`config.mk`:
```
export PLATFORM = sky130hd
export DESIGN_NAME = wb_commit_unit_flat
export DESIGN_NICKNAME = d
export VERILOG_FILES = /design/src/rtl/wb_commit_unit_if.sv /design/src/rtl/wb_commit_unit.sv /design/src/flat_wrapper.sv
export SDC_FILE = /design/constraint.sdc
export NUM_CORES = 1
export LEC_CHECK = 0
export BUFFER_PORTS_ARGS = -buffer_cell sky130_fd_sc_hd__buf_2
export CAP_MARGIN = 15
export CORE_ASPECT_RATIO = 1.4
export CORE_MARGIN = 2
export CORE_UTILIZATION = 45
export CTS_CLUSTER_SIZE = 14
export DETAILED_ROUTE_END_ITERATION = 16
export HOLD_SLACK_MARGIN = 0.02
export PLACE_DENSITY = 0.92
export SKIP_CTS_REPAIR_TIMING = 1
export SLEW_MARGIN = 20
export SYNTH_ARGS = -nofsm -noshare
export SYNTH_HDL_FRONTEND = slang
export SYNTH_SLANG_ARGS = --single-unit
```
`constraint.sdc`:
```
create_clock -name clk -period 2.4 [get_ports clk]
set_input_delay 0.48 -clock clk [delete_from_list [all_inputs] [get_ports clk]]
set_output_delay 0.48 -clock clk [all_outputs]
set_load 0.01 [all_outputs]
```
`src/rtl/wb_commit_unit_if.sv`:
```
// Writeback commit bus: ALU and load requests in, registered register-file
// write port and commit indicator out.
//   master : request producers / register-file side (drives valids, payloads)
//   slave  : wb_commit_unit (drives readies, rf_we/rf_wr/rf_wd, busy)
interface wb_commit_unit_if #(
  parameter int unsigned XLEN  = 32,
  parameter int unsigned RADDR = 5
);
  logic             alu_valid;
  logic             alu_ready;
  logic [RADDR-1:0] alu_rd;
  logic [XLEN-1:0]  alu_data;

  logic             ld_valid;
  logic             ld_ready;
  logic [RADDR-1:0] ld_rd;
  logic [XLEN-1:0]  ld_data;
  logic [2:0]       ld_funct3;
  logic [1:0]       ld_addr_lo;

  logic             rf_we;
  logic [RADDR-1:0] rf_wr;
  logic [XLEN-1:0]  rf_wd;
  logic             busy;

  modport master (
    output alu_valid, alu_rd, alu_data,
    output ld_valid, ld_rd, ld_data, ld_funct3, ld_addr_lo,
    input  alu_ready, ld_ready, rf_we, rf_wr, rf_wd, busy
  );

  modport slave (
    input  alu_valid, alu_rd, alu_data,
    input  ld_valid, ld_rd, ld_data, ld_funct3, ld_addr_lo,
    output alu_ready, ld_ready, rf_we, rf_wr, rf_wd, busy
  );
endinterface

```
`src/rtl/wb_commit_unit.sv`:
```
// wb_commit_unit: writeback commit stage. Arbitrates between the ALU result
// path and the load path (alternating priority on conflict), formats load
// data (LB/LH/LW/LBU/LHU) and drives the register file write port through a
// one-cycle registered write. Writes to x0 are accepted but never enabled.
// Ports:
//   clk, rst   : clock, asynchronous active-high reset
//   bus        : wb_commit_unit_if.slave (alu_*, ld_* requests; rf_we/rf_wr/
//                rf_wd registered write; busy = a commit happens this cycle)
//   rr1/rr2, rd1_rf/rd2_rf, rd1_fwd/rd2_fwd : read-port bypass, present only
//                when WB_BYPASS_EN is defined
// Configuration macro: WB_BYPASS_EN
module wb_commit_unit #(
  parameter int unsigned XLEN  = 32,
  parameter int unsigned RADDR = 5
) (
  input  logic             clk,
  input  logic             rst,
  wb_commit_unit_if.slave  bus
`ifdef WB_BYPASS_EN
  ,
  input  logic [RADDR-1:0] rr1,
  input  logic [RADDR-1:0] rr2,
  input  logic [XLEN-1:0]  rd1_rf,
  input  logic [XLEN-1:0]  rd2_rf,
  output logic [XLEN-1:0]  rd1_fwd,
  output logic [XLEN-1:0]  rd2_fwd
`endif
);

  localparam int unsigned BYTE_W = 8;
  localparam int unsigned HALF_W = 16;

  logic             prio;      // 0 = load wins a conflict, 1 = ALU wins
  logic             rf_we_q;
  logic [RADDR-1:0] rf_wr_q;
  logic [XLEN-1:0]  rf_wd_q;
  logic             busy_q;

  logic             ld_fire;
  logic             alu_fire;
  logic             both_valid;
  logic [BYTE_W-1:0] ld_byte;
  logic [HALF_W-1:0] ld_half;
  logic [XLEN-1:0]   ld_fmt;

  // Readies depend only on the other source's valid and prio, so they are
  // mutually exclusive whenever both sources request.
  assign bus.ld_ready  = !rst && !(bus.alu_valid && prio);
  assign bus.alu_ready = !rst && !(bus.ld_valid && !prio);

  assign ld_fire    = bus.ld_valid  && bus.ld_ready;
  assign alu_fire   = bus.alu_valid && bus.alu_ready;
  assign both_valid = bus.ld_valid  && bus.alu_valid;

  assign bus.rf_we = rf_we_q;
  assign bus.rf_wr = rf_wr_q;
  assign bus.rf_wd = rf_wd_q;
  assign bus.busy  = busy_q;

  // Load data formatting: byte lane from addr[1:0], half lane from addr[1].
  always_comb begin
    ld_byte = bus.ld_data[BYTE_W-1:0];
    case (bus.ld_addr_lo)
      2'd1:    ld_byte = bus.ld_data[2*BYTE_W-1:BYTE_W];
      2'd2:    ld_byte = bus.ld_data[3*BYTE_W-1:2*BYTE_W];
      2'd3:    ld_byte = bus.ld_data[4*BYTE_W-1:3*BYTE_W];
      default: ld_byte = bus.ld_data[BYTE_W-1:0];
    endcase
    ld_half = bus.ld_addr_lo[1] ? bus.ld_data[2*HALF_W-1:HALF_W]
                                : bus.ld_data[HALF_W-1:0];
    case (bus.ld_funct3)
      3'b000:  ld_fmt = {{(XLEN-BYTE_W){ld_byte[BYTE_W-1]}}, ld_byte};
      3'b100:  ld_fmt = {{(XLEN-BYTE_W){1'b0}}, ld_byte};
      3'b001:  ld_fmt = {{(XLEN-HALF_W){ld_half[HALF_W-1]}}, ld_half};
      3'b101:  ld_fmt = {{(XLEN-HALF_W){1'b0}}, ld_half};
      default: ld_fmt = bus.ld_data;
    endcase
  end

  // Commit register and arbitration priority.
  always_ff @(posedge clk or posedge rst) begin
    if (rst) begin
      prio    <= 1'b0;
      rf_we_q <= 1'b0;
      rf_wr_q <= '0;
      rf_wd_q <= '0;
      busy_q  <= 1'b0;
    end else begin
      rf_we_q <= 1'b0;
      busy_q  <= ld_fire || alu_fire;
      if (both_valid) begin
        prio <= !prio;
      end
      if (ld_fire) begin
        rf_we_q <= (bus.ld_rd != RADDR'(0));
        rf_wr_q <= bus.ld_rd;
        rf_wd_q <= ld_fmt;
      end else if (alu_fire) begin
        rf_we_q <= (bus.alu_rd != RADDR'(0));
        rf_wr_q <= bus.alu_rd;
        rf_wd_q <= bus.alu_data;
      end
    end
  end

`ifdef WB_BYPASS_EN
  // Forward the committing value to readers of the same register; rf_we is
  // never set for x0, so x0 is never forwarded.
  assign rd1_fwd = (rf_we_q && (rf_wr_q == rr1)) ? rf_wd_q : rd1_rf;
  assign rd2_fwd = (rf_we_q && (rf_wr_q == rr2)) ? rf_wd_q : rd2_rf;
`endif

endmodule

```
`src/flat_wrapper.sv`:
```
// flat-port wrapper written by rule: the top's interface ports become plain ports
module wb_commit_unit_flat 
#(
  parameter int unsigned XLEN  = 32,
  parameter int unsigned RADDR = 5
)
  (clk, rst, bus_alu_valid, bus_alu_rd, bus_alu_data, bus_ld_valid, bus_ld_rd, bus_ld_data, bus_ld_funct3, bus_ld_addr_lo, bus_alu_ready, bus_ld_ready, bus_rf_we, bus_rf_wr, bus_rf_wd, bus_busy);
  wb_commit_unit_if #(.XLEN(XLEN), .RADDR(RADDR)) bus_i ();
  input  logic clk;
  input  logic rst;
  input wire logic [$bits(bus_i.alu_valid)-1:0] bus_alu_valid;
  input wire logic [$bits(bus_i.alu_rd)-1:0] bus_alu_rd;
  input wire logic [$bits(bus_i.alu_data)-1:0] bus_alu_data;
  input wire logic [$bits(bus_i.ld_valid)-1:0] bus_ld_valid;
  input wire logic [$bits(bus_i.ld_rd)-1:0] bus_ld_rd;
  input wire logic [$bits(bus_i.ld_data)-1:0] bus_ld_data;
  input wire logic [$bits(bus_i.ld_funct3)-1:0] bus_ld_funct3;
  input wire logic [$bits(bus_i.ld_addr_lo)-1:0] bus_ld_addr_lo;
  output wire logic [$bits(bus_i.alu_ready)-1:0] bus_alu_ready;
  output wire logic [$bits(bus_i.ld_ready)-1:0] bus_ld_ready;
  output wire logic [$bits(bus_i.rf_we)-1:0] bus_rf_we;
  output wire logic [$bits(bus_i.rf_wr)-1:0] bus_rf_wr;
  output wire logic [$bits(bus_i.rf_wd)-1:0] bus_rf_wd;
  output wire logic [$bits(bus_i.busy)-1:0] bus_busy;
  assign bus_i.alu_valid = bus_alu_valid;
  assign bus_i.alu_rd = bus_alu_rd;
  assign bus_i.alu_data = bus_alu_data;
  assign bus_i.ld_valid = bus_ld_valid;
  assign bus_i.ld_rd = bus_ld_rd;
  assign bus_i.ld_data = bus_ld_data;
  assign bus_i.ld_funct3 = bus_ld_funct3;
  assign bus_i.ld_addr_lo = bus_ld_addr_lo;
  assign bus_alu_ready = bus_i.alu_ready;
  assign bus_ld_ready = bus_i.ld_ready;
  assign bus_rf_we = bus_i.rf_we;
  assign bus_rf_wr = bus_i.rf_wr;
  assign bus_rf_wd = bus_i.rf_wd;
  assign bus_busy = bus_i.busy;
  wb_commit_unit #(.XLEN(XLEN), .RADDR(RADDR)) u_core (.clk(clk), .rst(rst), .bus(bus_i));
endmodule
```
==> results.txt, run 1 <==
The min-delay analysis places its worst path in the category input port to async pin. Leaving out fill and tap cells, the most frequent cell in the layout is buf_2. The maximum level of the CTS H-tree was 2. The logs give 0.00512 sq mm for the core outline area and 0 ns for the setup TNS.

After clock tree synthesis, the clock-pin slew on the worst setup and hold paths is 0.08 ns. Once detailed placement completed, the half-perimeter wirelength came to 5.87 mm. Along the worst path, the maximum fanout reaches 7. Clock tree synthesis inserted a total of 5 buffers.

Yosys attributes the largest share of cell area to dfrtp_1 42%, nand2_1 8.7%, a222oi_1 8.5%. The tools report the worst reg2reg path endpoint as u_core.bus.rf_wd[11]$_DFFE_PP0P_. The multi-input combinational cell area came out at 0.00124 sq mm. After synthesis, flip-flops and latches occupy 42.3% of the total area. When the netlist entered floorplanning its net count stood at 348. The final route contains 2,667 vias. Entering global routing, the biggest net connects 40 pins.

The number of buffer cells added on primary ports came out at 123. Of the cells placed in the final design, the portion with a size suffix greater than 1 is 38.7%. Power spread over the standard cell area amounts to 721 mW/mm^2. dfrtp_1 takes more of the synthesized area than any other cell. The remaining max-slew budget at the tightest pin was 54.3%; the detailed-router iteration count before antenna repair was 6. Global placer's final weighted congestion: 0.935.

The initial cell density of the core was 46.2%; the worst clock skew was 0.00715 ns. The via count of the first global-routing pass was 2,605. The startpoint identified for the worst register-to-register timing path is u_core.prio$_DFFE_PP0P_. The run gives 265 as the synthesized instance count. The longest clock path from root to sink contains 2 buffers. The number of register bits inferred by synthesis works out to 40. Once detail routing completed, the nets flagged for antenna violations numbered 0. The finished cells cover 0.00314 sq mm. After synthesis the cells add up to 0.00237 sq mm. The timing-limited maximum frequency is 0.573 GHz, and the number of DRC violations after detailed routing is 0. Number of placed I/O pins: 124. Once placement finished, the instance area stood at 0.00302 sq mm. The run finished with clean final reports. The tools report the number of clock sinks as 40. The die covers 0.00586 sq mm. The final-layout fill cell count came out at 459. The run gives 464 as the number of nets in the layout.

During synthesis, Yosys emitted a total of 0 warnings. In this run the vertical extent of the chip is 89.8 um. The average instance in the mapped netlist occupies 8.93 sq um.

STA classifies the critical path startpoint as a register. At the pin with the least slew margin, the transition time is 0.683 ns. For the site row count, the log shows 31. Final cycle utilization of the critical path: 72.7%. The endpoint arrival time on the critical path came out at 1.90 ns.

Master cell of the clock root buffer: clkbuf_8. After detailed routing, the number of vias per cell comes to 5.94. Data on the critical path is required at its endpoint by 2.55 ns. Before CTS, the worst setup slack after placement is 0.233 ns.

The remaining global-route overflow was 0; the combined flip-flop and latch cell area was 0.00100 sq mm. The run gives 0 as the max-cap violation count. By startpoint and endpoint, the worst setup path is classified as register to register. Across the VDD grid, the largest voltage drop is 0.452 mV.

Setup slack on the worst reg-to-reg path comes out at 0.65 ns. After detailed routing, the total wire length is 7.91 mm. The top cell type by area accounts for 42.3% of the synthesized area. Setup repair after global routing left no endpoint under its margin. The detailed router finished its first iteration with 428 violations. For the first-pass GRT wire length, the log shows 12.5 mm.

Synthesis instantiated 39 different standard cells from the library. Die outline width: 65.3 um. For this run, the total global-route usage over all layers was measured as 27.1%. The max-slew violation total from the final report was 0; the setup-violating endpoint count in the final report was 0. The clock insertion delay at the later pin of the skew report is 0.30 ns, and the average routed wire per standard cell is 17.6 um.

In this run the static leakage power is 1.59 nW. The routed design could run at a clock period as short as 1.75 ns. The top cell types in the final layout, fill and taps aside, are 123 x buf_2, 55 x nand2_1, 40 x dfrtp_1.

Measured in cells, the most critical reg-to-reg path has a length of 4. Total power for the finished layout comes to 0.00226 W. The tools report the number of antenna violations at the first check in global routing as 1. The final hold violation count is 0, and the slack of the critical path is 0.655 ns. The kind of end point of the critical path is a register. The area growth from synthesis to layout is 32.6%.

TritonCTS built the clock tree.
## synth_stat cells
library cell and count:
nand2_1 55, dfrtp_1 40, a21oi_1 21, a222oi_1 20, nor2_1 13, mux2i_1 11, a211oi_1 9, buf_2 9
clkbuf_1 9, inv_1 8, nand2b_1 8, o21ai_0 8, o22ai_1 7, a221oi_1 4, a22oi_1 4, a31oi_1 4
and2_1 3, or3_1 3, a21o_1 2, a21oi_2 2, buf_6 2, nand3_1 2, nor2b_1 2, nor3_1 2
o21ai_1 2, or4_1 2, a2111oi_4 1, a21oi_4 1, a32oi_1 1, and3_1 1, inv_2 1, mux2_2 1
mux4_2 1, nor3_2 1, nor4_1 1, o2bb2ai_1 1, o31ai_1 1, or2_2 1, xnor2_1 1
## power breakdown
part | leakage, nW | switching (W) | internal, W
sequential | 0.484 | 0.0000964 | 0.000838
combinational | 1.05 | 0.000426 | 0.000346
clock | 0.0541 | 0.000249 | 0.000308
total | 1.59 | 0.000771 | 0.00149
## layout make-up
| cell class | instances | share of cell area, % |
|---|---|---|
| antenna | 1 | 0.0798 |
| clock buffer | 5 | 2.19 |
| clock inverter | 3 | 1.36 |
| inverter | 9 | 1.20 |
| multi-input combinational | 196 | 39.6 |
| sequential | 40 | 31.9 |
| tap | 66 | 2.63 |
| timing repair buffer | 129 | 21.1 |
## kinds of logic (layout without fill, tap and decap cells)
group | count (synthesis) | after routing | synth area share, %
AO/OA/AOI/OAI | 88 | 88 | 27.8
XOR/XNOR | 1 | 1 | 0.370
buffers and inverters | 29 | 146 | 5.71
flip-flops | 40 | 40 | 42.3
multiplexers | 13 | 13 | 6.08
other | 0 | 1 | 0
AND/OR/NAND/NOR | 94 | 94 | 17.7
## metal layers
layer,GRT usage [%],vias to the layer above,wire (um)
met5,0,-,0
met4,12.8,0,259
met3,3.75,25,532
met2,45.8,149,4250
met1,33.4,1271,2870
li1,-,1222,-
## worst max-delay path, stage by stage (launching register included)
cell and delay (ns):
dfrtp_1 0.42, a21oi_2 0.20, nand2_1 0.23, a2111oi_4 0.59
a211oi_1 0.15
## sequential cells by signal, summed over array words and instances (netlist names)
signal            flops
u_core.bus.rf_wd     32
u_core.bus.rf_wr      5
u_core.bus.busy       1
u_core.bus.rf_we      1
u_core.prio           1
## how the worst max path moves through the flow
stage                            startpoint                                to  slack, ns  cells after the start
floorplan                               rst  u_core.bus.rf_wd[19]$_DFFE_PP0P_       0.25                      5
global placement              bus_alu_valid  u_core.bus.rf_wd[11]$_DFFE_PP0P_       0.27                      5
detailed placement            bus_alu_valid  u_core.bus.rf_wd[14]$_DFFE_PP0P_       0.23                      5
CTS                           bus_alu_valid  u_core.bus.rf_wd[12]$_DFFE_PP0P_       0.51                      5
global route        u_core.prio$_DFFE_PP0P_  u_core.bus.rf_wd[12]$_DFFE_PP0P_       0.55                      4
finish              u_core.prio$_DFFE_PP0P_  u_core.bus.rf_wd[11]$_DFFE_PP0P_       0.65                      4
## metrics by stage
stage | cells | utilization, % | hold slack (ns)
global route | 449 | 61.3 | 0.0737
detailed placement | 440 | 58.9 | 0.389
floorplan | 265 | - | 0.465
CTS | 448 | 61.1 | 0.0704
global placement | 440 | 58.9 | 0.383
finish | 449 | 61.3 | 0.0815
No activity file was read; power rests on OpenSTA's default activity.
==> inputs of run 2 (changes only) <==
--- a/config.mk
+++ b/config.mk
@@ -9,11 +9,11 @@
 export CAP_MARGIN = 15
 export CORE_ASPECT_RATIO = 1.4
 export CORE_MARGIN = 2
-export CORE_UTILIZATION = 45
+export CORE_UTILIZATION = 41
 export CTS_CLUSTER_SIZE = 14
 export DETAILED_ROUTE_END_ITERATION = 16
 export HOLD_SLACK_MARGIN = 0.02
-export PLACE_DENSITY = 0.92
+export PLACE_DENSITY = 0.89
 export SKIP_CTS_REPAIR_TIMING = 1
 export SLEW_MARGIN = 20
 export SYNTH_ARGS = -nofsm -noshare
==> constraint.sdc (replaced) <==
create_clock -name clk -period 1.6 [get_ports clk]
set_input_delay 0.32 -clock clk [delete_from_list [all_inputs] [get_ports clk]]
set_output_delay 0.32 -clock clk [all_outputs]
set_load 0.01 [all_outputs]
==> results.txt, run 2 (synthesis results as in run 1) <==
After detailed routing, the average wire length per cell comes to 17.2 um. Port buffering added 123 buffers. The remaining antenna violation count was 0; the area growth from synthesis to layout was 38.2%. Of the cells placed in the final design, the portion with a size suffix greater than 1 is 40.5%.

For the worst endpoint required time, the log shows 1.28 ns. Top routing layer in use: met4. From bottom edge to top edge, the die measures 93.9 um. 0 antenna diodes ended up in the layout.

Of all nets on the critical path, the largest fanout is 3. STA classifies the critical path endpoint as an output pin. Global routing used 25.9% of the available tracks. After the first detailed-routing iteration, the DRC count stood at 360. On the final layout, the worst hold slack is 0.241 ns. The post-layout minimum cycle time was 1.49 ns. The run gives 0 as the max-cap violation count.

Clock-pin slew was measured on the worst setup and hold paths at 0.08 ns. Leading cell type in the layout, fill and taps excluded: buf_2. The floorplan die area is 0.00640 sq mm. The number of antenna violations at the first check in global routing is 0, and the worst slack at placement is -0.0715 ns. First-pass GRT wire length: 12.4 mm. The worst setup path is of the register to output pin kind.

The final layout contains 475 nets. Detailed routing placed a total of 4.20 mm of wire on met2. For this configuration, the core starts out at a cell density of 42.8%. Setup violations remaining at the end of the flow were counted as 0.

Measured against its own limit, the worst slew margin works out to 65.9%. Routability-driven placement finished with a final weighted congestion of 0.966. The aggregate routed wire length was 7.95 mm. The number of clock sinks was 40; the max-slew violation total from the final report was 0.

The worst path meets setup with 0.108 ns of slack. Using the TritonRoute via totals, the vias-per-cell ratio works out to 5.86. The run finished with clean final reports.

The total placed cells including tap cells was 452. The run gives 5 as the total CTS buffers. For the total leakage power, the log shows 1.66 nW.

The logs give 0.00487 ns for the worst clock skew and 32 for the site row count. Dividing the final minimum period by the clock period gives 93.3%. Entering global routing, the biggest net connects 41 pins. In the layout the commonest cells are 123 x buf_2, 55 x nand2_1, 40 x dfrtp_1. The path category of the worst min-delay check was input port to async pin.

Clock latency on the worst-skew pair, taken at its later pin, is 0.29 ns. The type of origin of the critical path was a register. For this block, the via count after detailed routing is 2,700.

After detailed routing, the met3 layer carries 561 um of wire. IR analysis of the VDD net gives a maximum drop of 0.515 mV. TritonCTS built the clock tree. After detailed routing, the number of remaining DRC violations is 0. CTS placed an instance of clkbuf_8 at the clock tree root. The die outline width works out to 68.2 um.

The core region is 0.00553 sq mm. At the pin with the least slew margin, the transition time is 0.511 ns. Setup repair after global routing left no endpoint under its margin. The maximum level of the CTS H-tree was 2; the final hold violation count was 0. Data on the critical path arrives at its endpoint at 1.17 ns.

Counting along the longest clock path gives a buffer depth of 2. After detailed routing, the wire length on met1 is 2.85 mm. The first TritonRoute pass finished after 6 iterations.

The number of flip-flops under the largest register name was 32. For this run the aggregate overflow at the end of global routing stands at 0. After legalization and detailed placement, the total HPWL measured 6.20 mm. For this design the top-level I/O count stands at 124. For the via count of the first global-routing pass, the log shows 2,691. After routing, the total negative slack on setup checks comes to 0 ns.

The final cell count without fillers was 461; the timing-limited maximum frequency was 0.670 GHz. Dividing total power by cell area gives a power density of 1050 mW/mm^2.
[run 2: cell count changes in the layout (fill, tap and decap cells not counted)]
cell / before / now
buf_4: 6 / 13
buf_12: 0 / 4
clkbuf_1: 0 / 1
clkinvlp_4: 2 / 1
diode_2: 1 / 0
nor3_1: 2 / 1
nor3_2: 1 / 2
[run 2: metrics by stage]
stage               instance area [sq um]  utilization (%)  total power (W)
floorplan                            2400                -          0.00208
global placement                     3160             57.1          0.00260
detailed placement                   3160             57.1          0.00264
CTS                                  3260             59.1          0.00346
global route                         3270             59.2          0.00364
finish                               3270             59.2          0.00344
[run 2: final cells by class]
cell class / instances / area (sq um)
clock buffer: 6 / 72.6
timing repair buffer: 140 / 793
inverter: 9 / 37.5
tap: 68 / 85.1
sequential: 40 / 1000
fill: 499 / 2250
clock inverter: 2 / 35.0
multi-input combinational: 196 / 1250
[run 2: where the power goes]
part	switching [W]	total [W]	internal [W]	leakage, nW
sequential	0.000144	0.00140	0.00126	0.484
combinational	0.000656	0.00122	0.000567	1.12
clock	0.000353	0.000816	0.000463	0.0552
[run 2: path summary, 6_finish.rpt]
path,depth (start not counted),slack (ns),end,startpoint
min in group clk,3,0.26,u_core.bus.rf_wr[2]$_DFFE_PP0P_,bus_ld_rd[2]
worst min-delay path,3,0.24,u_core.bus.rf_wd[4]$_DFFE_PP0P_,rst
worst max register to register,5,0.15,u_core.bus.rf_wd[15]$_DFFE_PP0P_,u_core.prio$_DFFE_PP0P_
worst min register to register,2,0.52,u_core.bus.rf_wr[1]$_DFFE_PP0P_,u_core.bus.rf_wr[1]$_DFFE_PP0P_
worst max-delay path,3,0.11,bus_alu_ready,u_core.prio$_DFFE_PP0P_
max in group asynchronous,3,1.00,u_core.bus.rf_wd[11]$_DFFE_PP0P_,rst
[run 2: worst max-delay path: stages (launching register included)]
cell and delay (ns):
dfrtp_1 0.42, nand2b_1 0.18, and2_1 0.16, buf_2 0.13
[run 2: metal layers]
layer / GRT usage (%) / up-vias
met1: 30.5 / 1275
met4: 14.0 / 0
met3: 5.04 / 31
li1: - / 1247
met2: 43.0 / 147
met5: 0 / -
